[config.mk]
export PLATFORM = sky130hd
export DESIGN_NAME = mem_port_arbiter
export DESIGN_NICKNAME = d
export VERILOG_FILES = /design/src/rtl/mem_port_arbiter.sv
export SDC_FILE = /design/constraint.sdc
export NUM_CORES = 1
export LEC_CHECK = 0
export ABC_CLOCK_PERIOD_IN_PS = 9000
export CAP_MARGIN = 40
export CORE_ASPECT_RATIO = 0.6
export CORE_UTILIZATION = 34
export DETAILED_ROUTE_END_ITERATION = 8
export PLACE_DENSITY_LB_ADDON = 0.3
export SYNTH_ARGS = -nofsm -noshare
export SYNTH_HDL_FRONTEND = slang
export SYNTH_SLANG_ARGS = --single-unit
export TNS_END_PERCENT = 5
[constraint.sdc]
create_clock -name clk -period 9 [get_ports clk]
set_input_delay 0.9 -clock clk [delete_from_list [all_inputs] [get_ports clk]]
set_output_delay 0.9 -clock clk [all_outputs]
set_load 0.005 [all_outputs]
[src/rtl/mem_port_arbiter.sv]
// mem_port_arbiter
//   Shares one single-ported, variable-latency memory between instruction
//   fetch (IF) and memory access (DM) of the RV32I pipeline.
//   Data wins by default; after MAX_DM_STREAK consecutive data grants with a
//   fetch waiting, the fetch is granted. A watchdog aborts any access that the
//   memory does not acknowledge, returning zero data with a bus_err pulse.
//
// Ports
//   clk, reset            : clock (rising edge), async active-high reset
//   if_req/if_addr        : fetch request (held until if_valid) and address
//   if_rdata/if_valid     : registered fetch word and one-cycle done pulse
//   dm_req/dm_we/dm_addr/dm_wdata/dm_be : data request and command
//   dm_rdata/dm_valid     : registered load word and one-cycle done pulse
//   mem_req/mem_we/mem_addr/mem_wdata/mem_be : registered memory command
//   mem_ready/mem_rdata   : memory completion strobe and read data
//   stall_if/stall_mem    : pipeline stalls, high while a request is unserved
//   bus_err               : pulses with the valid of a timed-out access
//   dbg_state             : current FSM state (IDLE=0, ISSUE_IF=1, ISSUE_DM=2, RESP=3)
//
// Handshake: a requester raises req with stable command fields and holds them
// until its valid pulse; fields are sampled only when the FSM is in IDLE. The
// memory side holds mem_req and the command stable until mem_ready is seen.
module mem_port_arbiter #(
  parameter int MAX_DM_STREAK = 4,
  parameter int TIMEOUT       = 255
) (
  input  logic        clk,
  input  logic        reset,
  input  logic        if_req,
  input  logic [31:0] if_addr,
  output logic [31:0] if_rdata,
  output logic        if_valid,
  input  logic        dm_req,
  input  logic        dm_we,
  input  logic [31:0] dm_addr,
  input  logic [31:0] dm_wdata,
  input  logic [3:0]  dm_be,
  output logic [31:0] dm_rdata,
  output logic        dm_valid,
  output logic        mem_req,
  output logic        mem_we,
  output logic [31:0] mem_addr,
  output logic [31:0] mem_wdata,
  output logic [3:0]  mem_be,
  input  logic        mem_ready,
  input  logic [31:0] mem_rdata,
  output logic        stall_if,
  output logic        stall_mem,
  output logic        bus_err,
  output logic [1:0]  dbg_state
);

  typedef enum logic [1:0] {
    IDLE     = 2'd0,
    ISSUE_IF = 2'd1,
    ISSUE_DM = 2'd2,
    RESP     = 2'd3
  } state_t;

  localparam logic [3:0] STREAK_MAX = 4'(MAX_DM_STREAK);
  localparam logic [7:0] WD_LIMIT   = 8'(TIMEOUT);

  state_t      state_q, state_d;
  logic [3:0]  streak_q, streak_d;
  logic [7:0]  wd_cnt_q, wd_cnt_d;
  logic        mem_req_q, mem_req_d;
  logic        mem_we_q, mem_we_d;
  logic [31:0] mem_addr_q, mem_addr_d;
  logic [31:0] mem_wdata_q, mem_wdata_d;
  logic [3:0]  mem_be_q, mem_be_d;
  logic [31:0] if_rdata_q, if_rdata_d;
  logic [31:0] dm_rdata_q, dm_rdata_d;
  logic        if_valid_q, if_valid_d;
  logic        dm_valid_q, dm_valid_d;
  logic        bus_err_q, bus_err_d;

  always_ff @(posedge clk or posedge reset) begin
    if (reset) begin
      state_q     <= IDLE;
      streak_q    <= 4'd0;
      wd_cnt_q    <= 8'd0;
      mem_req_q   <= 1'b0;
      mem_we_q    <= 1'b0;
      mem_addr_q  <= 32'd0;
      mem_wdata_q <= 32'd0;
      mem_be_q    <= 4'd0;
      if_rdata_q  <= 32'd0;
      dm_rdata_q  <= 32'd0;
      if_valid_q  <= 1'b0;
      dm_valid_q  <= 1'b0;
      bus_err_q   <= 1'b0;
    end else begin
      state_q     <= state_d;
      streak_q    <= streak_d;
      wd_cnt_q    <= wd_cnt_d;
      mem_req_q   <= mem_req_d;
      mem_we_q    <= mem_we_d;
      mem_addr_q  <= mem_addr_d;
      mem_wdata_q <= mem_wdata_d;
      mem_be_q    <= mem_be_d;
      if_rdata_q  <= if_rdata_d;
      dm_rdata_q  <= dm_rdata_d;
      if_valid_q  <= if_valid_d;
      dm_valid_q  <= dm_valid_d;
      bus_err_q   <= bus_err_d;
    end
  end

  always_comb begin
    state_d     = state_q;
    streak_d    = streak_q;
    wd_cnt_d    = wd_cnt_q;
    mem_req_d   = mem_req_q;
    mem_we_d    = mem_we_q;
    mem_addr_d  = mem_addr_q;
    mem_wdata_d = mem_wdata_q;
    mem_be_d    = mem_be_q;
    if_rdata_d  = if_rdata_q;
    dm_rdata_d  = dm_rdata_q;
    if_valid_d  = 1'b0;
    dm_valid_d  = 1'b0;
    bus_err_d   = 1'b0;

    case (state_q)
      IDLE: begin
        wd_cnt_d = 8'd0;
        // Data wins unless a fetch has waited through a full streak.
        if (dm_req && !(if_req && streak_q == STREAK_MAX)) begin
          state_d     = ISSUE_DM;
          mem_req_d   = 1'b1;
          mem_we_d    = dm_we;
          mem_addr_d  = dm_addr;
          mem_wdata_d = dm_wdata;
          mem_be_d    = dm_be;
          if (!if_req)
            streak_d = 4'd0;
          else if (streak_q != STREAK_MAX)
            streak_d = streak_q + 4'd1;
        end else if (if_req) begin
          state_d     = ISSUE_IF;
          mem_req_d   = 1'b1;
          mem_we_d    = 1'b0;
          mem_addr_d  = if_addr;
          mem_wdata_d = 32'd0;
          mem_be_d    = 4'hF;
          streak_d    = 4'd0;
        end
      end

      ISSUE_IF, ISSUE_DM: begin
        if (mem_ready) begin
          mem_req_d = 1'b0;
          state_d   = RESP;
          if (state_q == ISSUE_IF) begin
            if_rdata_d = mem_rdata;
            if_valid_d = 1'b1;
          end else begin
            dm_rdata_d = mem_rdata;
            dm_valid_d = 1'b1;
          end
        end else if (wd_cnt_q == WD_LIMIT) begin
          // mem_req has now been held TIMEOUT+1 cycles with no acknowledge.
          mem_req_d = 1'b0;
          bus_err_d = 1'b1;
          state_d   = RESP;
          if (state_q == ISSUE_IF) begin
            if_rdata_d = 32'd0;
            if_valid_d = 1'b1;
          end else begin
            dm_rdata_d = 32'd0;
            dm_valid_d = 1'b1;
          end
        end else begin
          wd_cnt_d = wd_cnt_q + 8'd1;
        end
      end

      // One dead cycle so a requester still holding req during its valid
      // pulse is not served twice.
      RESP: state_d = IDLE;

      default: state_d = IDLE;
    endcase
  end

  assign if_rdata  = if_rdata_q;
  assign if_valid  = if_valid_q;
  assign dm_rdata  = dm_rdata_q;
  assign dm_valid  = dm_valid_q;
  assign mem_req   = mem_req_q;
  assign mem_we    = mem_we_q;
  assign mem_addr  = mem_addr_q;
  assign mem_wdata = mem_wdata_q;
  assign mem_be    = mem_be_q;
  assign bus_err   = bus_err_q;
  assign stall_if  = if_req & ~if_valid_q;
  assign stall_mem = dm_req & ~dm_valid_q;
  assign dbg_state = state_q;

endmodule

==> results.cfg, run 1 <==
[logic_synthesis]
synth.area.top_cells = dfrtp_1, a32o_1, nand2_1, a31oi_1, nand3_1
synth_common_cells = dfrtp_1, nand2_1, a32o_1
synth_cells = 593
avgSynthCellArea_sq_um = 10.58
synth_edf_count = 0
synth_top_area_share_pct = 60.24
yosys.area.top_type = dfrtp_1
yosys_warnings = 0
ys_ff_latch = 151
synth_most_common_cell = dfrtp_1
synthArstFlopShare_pct = 100.0
ys.flop_type = dfrtp_1
synthesis.area_sq_um = 6272
yosysSeqAreaShare_pct = 60.24
ys_types = 39
synth_fp_nets = 736

[clocking]
holdBufCountCts = 0
ctsResizeCount = 0
clockBufferDepth = 2
cts-buffers-inserted = 17
cts_setup_buffers = 0
tritoncts = built
h-tree-depth = 4
clk_pin_slew_ns = 0.06
cts-root-buf = clkbuf_16
clk_latency_ns = 0.41
cts.sink_count = 151

[detailed_routing]
ant_nets = 0
wl_per_cell_um = 16.75
drt_iter0_markers = 386
vias = 5529
routed_wirelength_mm = 18.49
routed_via_density = 5.008
drc = 0
first_pass_iters = 5

[die]
io_pins = 279
rows = 38
dieHeight_um = 107.2
initial_utilization_pct = 34.72
die_w_um = 177.3
die_area_sq_um = 19010
coreArea_sq_um = 18070

[flow_run]
maxCapViolCount = 0

[setup_path]
criticalPathCategory = primary input to output pin
cp_slowest_cell = clkdlybuf4s50_1
reg2reg_setup_slack_ns = 6.44
slowest_delay_ns = 0.59
reg2reg_from = dbg_state[0]
worstPathMaxFanout = 7
worst_path_dominant_cell_family = buffers and inverters
cpMostUsedCell = clkdlybuf4s50_1
path_buf_inv = 2
rr_worst_depth = 7
cp_cell_sequence = clkdlybuf4s50_1 > nor2b_1 > clkdlybuf4s50_1
r2r_end = dm_rdata[31]
start_kind = primary input
critPathArrivalTime_ns = 2.20
crit_required_ns = 8.10
endpoint_kind = output pin

[global_route]
grt_max_degree = 81
gr-total-overflow = 0
grtUsageTotal_pct = 19.66
grt_pass1_wl_mm = 29.28
antenna_found_initial = 0
first_global_vias = 5326

[timing]
period_share_pct = 34.47
rsz0062_at_grt = no
finalClockSkew_ns = 0.01720
maxSlewHeadroom_pct = 51.30
setup_tns_ns = 0
setup_viol = 0
finalHoldViolations = 0
tightest_slew_ns = 0.7305
period_needed_ns = 3.102
clock.fmax_ghz = 0.3224
slew_violations = 0

[place]
dpl-instance-area_sq_um = 9219
place_inst = 1072
place_congestion = 0.8226
port_buffers = 278
dp_hpwl_mm = 12.70

[hold_path]
hold_path_end = mem_be[3]
worstHoldPathType = flip-flop to flip-flop
hold_path.startpoint = mem_be[3]
hold_depth = 2

[finish]
final-seq-area_sq_um = 3779
drive_gt1_share_pct = 6.250
instances_no_fill = 1104
fillers = 1635
synthToLayoutAreaGrowth_pct = 56.43
multi_input_area_sq_um = 2205
fin_util_pct = 54.31
layout.nets = 994
design_area_sq_um = 9812
antennaDiodeCount = 0

[power]
leakage_nw = 4.276
total_power_w = 0.003275
peakVddDrop_mv = 0.1655
p_per_area_nw_per_um2 = 333.7

[status]
status = finished clean
[worst reg2reg max path: cells and delay by family (launching register included)]
family / cells / cell delay, ns
buffers and inverters: 3 / 0.81
adder cells (fa/ha/maj): 1 / 0.38
flip-flops: 1 / 0.40
AND/OR/NAND/NOR: 2 / 0.64
AO/OA/AOI/OAI: 1 / 0.23
[cells in the final DEF, fill, tap and decap left out, drive strengths merged, types with 2 or more instances in the layout]
cell / count
nand2: 149
nor2: 38
nand3: 39
and3: 4
o22a: 2
nor2b: 4
o21ai: 12
inv: 14
nor3: 3
clkinv: 4
dfrtp: 151
clkbuf: 18
bufinv: 2
a32o: 64
clkdlybuf4s50: 277
buf: 13
nand2b: 5
mux2: 2
a21oi: 6
a31oi: 32
a21o: 2
and2: 4
clkinvlp: 2
ha: 5
a211o: 2
[per-layer routing]
layer	wire [um]	track usage, %	vias up	part of all wire [%]
met5	0	0	-	0
met4	121	4.762	0	0.65
met3	1111	4.255	10	6.0
met2	8562	31.08	158	46
met1	8697	27.41	2749	47
li1	-	-	2612	-
[flip-flops by register name, summed over array words and instances, names as in the netlist]
register / flops
dbg_state: 2
bus_err: 1
if_valid: 1
mem_addr: 32
dm_valid: 1
mem_we: 1
streak_q: 4
mem_wdata: 32
dm_rdata: 32
wd_cnt_q: 8
mem_req: 1
mem_be: 4
if_rdata: 32
[logic make-up (layout without fill, tap and decap cells)]
kind of cell	after synthesis	count (layout)	share of synthesized area, %
AO/OA/AOI/OAI	123	123	16.30
adder cells (fa/ha/maj)	5	5	0.9974
buffers and inverters	59	330	4.847
flip-flops	151	151	60.24
multiplexers	3	3	0.5186
AND/OR/NAND/NOR	252	252	17.10
[area by class of cell]
| cell class | instances | area share [%] |
|---|---|---|
| well taps | 240 | 3.060 |
| clock buffers | 18 | 4.374 |
| flip-flops and latches | 151 | 38.51 |
| clock inverters | 14 | 1.670 |
| repair buffers | 290 | 29.56 |
| multi-input cells | 383 | 22.47 |
| inverters | 8 | 0.3571 |
[power breakdown]
| part | switching [W] | internal (W) |
|---|---|---|
| clock | 0.000308 | 0.000417 |
| combinational | 0.000588 | 0.000813 |
| sequential | 0.000164 | 0.000984 |
[metrics by stage]
stage / hold WS (ns) / setup WS, ns
after floorplan: 0.4628 / 4.035
after global placement: 0.4492 / 5.512
after detailed placement: 0.4553 / 5.800
after CTS: 0.4686 / 5.884
after global routing: 0.4840 / 5.819
final: 0.4620 / 5.898
[worst max-delay path by stage]
| stage | start | end | depth (start not counted) |
|---|---|---|---|
| after detailed placement | if_req | dbg_state[0] | 7 |
| after floorplan | reset | bus_err | 1 |
| after global placement | if_req | dbg_state[0] | 6 |
| after CTS | if_req | stall_if | 3 |
| after global routing | if_req | stall_if | 3 |
| final | if_req | stall_if | 3 |
No activity file was read; power rests on OpenSTA's default activity.
==> run 2, diff against run 1 <==
Settings changed: ABC_CLOCK_PERIOD_IN_PS 9000 to 2700.
Clock period 9 ns to 2.7 ns, I/O delays scaled along.
==> run 2 against run 1 <==
Count of clock-buffer cells in the layout stayed put. Total power grew to 3.3 times the previous value. Clock skew is 0.0037 ns lower. Combinational power grew to 3.3 times the previous value. First-iteration DRC count is 0.78% higher. Critical path type is now flip-flop to flip-flop.
==> results.cfg, run 2 (synthesized netlist as in run 1, its figures left out) <==
[status]
status = finished clean

[finish]
layout.nets = 996
design_area_sq_um = 9864
final_common_cell = clkdlybuf4s50_1
instances_no_fill = 1106
layout_common_cells = clkdlybuf4s50_1, dfrtp_1, nand2_1
antennaDiodeCount = 0
drive_gt1_share_pct = 6.582
synthToLayoutAreaGrowth_pct = 57.27

[timing]
maxSlewHeadroom_pct = 56.03
finalHoldViolations = 0
finalClockSkew_ns = 0.01355
rsz0062_at_grt = no
tightest_slew_ns = 0.6596
hold_ws_ns = 0.2496
setup_tns_ns = 0
period_needed_ns = 1.989
period_share_pct = 73.66
slew_violations = 0
clock.fmax_ghz = 0.5028
setup_viol = 0

[die]
rows = 38
coreArea_sq_um = 18070
die_area_sq_um = 19010
io_pins = 279
initial_utilization_pct = 34.72
dieHeight_um = 107.2
die_w_um = 177.3

[place]
dpl-instance-area_sq_um = 9263
dp_hpwl_mm = 12.76
port_buffers = 278
place_congestion = 0.7752
place_inst = 1074

[detailed_routing]
ant_nets = 0
drc = 0
drt_iter0_markers = 389
vias = 5506
wl_per_cell_um = 16.83
routed_wirelength_mm = 18.62
routed_via_density = 4.978
first_pass_iters = 5

[power]
p_per_area_nw_per_um2 = 1112
leakage_nw = 4.292
peakVddDrop_mv = 0.4810

[global_route]
grtUsageTotal_pct = 19.94
antenna_found_initial = 0
first_global_vias = 5333
grt_pass1_wl_mm = 29.45
gr-total-overflow = 0
grt_max_degree = 66

[setup_path]
start_kind = flip-flop
slowest_delay_ns = 0.39
rr_worst_depth = 6
cp-startpoint = dbg_state[0]
endpoint_kind = flip-flop
worstPathMaxFanout = 10
cp_cell_sequence = inv_1 > ha_1 > nand2b_1 > a21oi_4 > mux2_1 > mux2_2
critPathArrivalTime_ns = 2.29
reg2reg_from = dbg_state[0]
criticalPathCategory = flip-flop to flip-flop
cp_slowest_cell = dfrtp_1
crit_required_ns = 3.00

[clocking]
tritoncts = built
h-tree-depth = 4
cts-root-buf = clkbuf_16
clockBufferDepth = 2
clk_pin_slew_ns = 0.07
cts_setup_buffers = 0
clk_latency_ns = 0.42
holdBufCountCts = 0
cts-buffers-inserted = 17
cts.sink_count = 151
ctsResizeCount = 0

[hold_path]
worstHoldPathType = primary input to asynchronous set/reset pin

[flow_run]
maxCapViolCount = 0
[run 2: cell types whose count changed in the layout (fill, tap and decap cells not counted), sizes merged]
cell      change
buf           +2
inv           -1
clkinvlp      +2
clkinv        -1
[run 2: area by class of cell]
class | count | area [sq um]
clock buffers | 18 | 439.2
multi-input cells | 383 | 2205
repair buffers | 292 | 2945
well taps | 240 | 300.3
inverters | 8 | 33.78
fillers | 1620 | 8203
flip-flops and latches | 151 | 3779
clock inverters | 14 | 162.7
[run 2: final timing paths]
check                                     end  slack, ns
worst max-delay path              wd_cnt_q[6]       0.71
worst min-delay path             dm_rdata[20]       0.25
worst max register to register    wd_cnt_q[6]       0.71
worst min register to register  mem_wdata[30]       0.46
max in group asynchronous         wd_cnt_q[7]       1.78
min in group clk                      mem_req       0.27
[run 2: per-layer routing]
metal	wire length [um]	vias up	GRT usage, %
li1	-	2616	-
met1	8763	2699	28.56
met2	8573	179	30.58
met3	1153	12	3.901
met4	125	0	5.556
met5	0	-	0
[run 2: worst max-delay path: cells and delay by family, from the launching register on]
kind                       cells  cell delay, ns
DFF                            1            0.39
muxes                          2            0.61
buffers and inverters          1            0.06
adders and majority gates      1            0.36
and+or+nand+nor                1            0.17
AOI/OAI and AO/OA              1            0.29
[run 2: metrics by stage]
step | worst slack (ns) | power, W | utilization [%]
2_1_floorplan | 0.5270 | 0.005888 | -
3_3_place_gp | 0.8115 | 0.008533 | 51.27
3_5_place_dp | 0.7246 | 0.008618 | 51.27
4_1_cts | 0.6974 | 0.01113 | 54.60
5_1_grt | 0.5508 | 0.01169 | 54.60
6_report | 0.7112 | 0.01097 | 54.60
[run 2: power by group]
part | internal (W) | switching [W]
sequential | 0.00328 | 0.000558
clock | 0.00141 | 0.00103
combinational | 0.00272 | 0.00197
total | 0.00741 | 0.00356
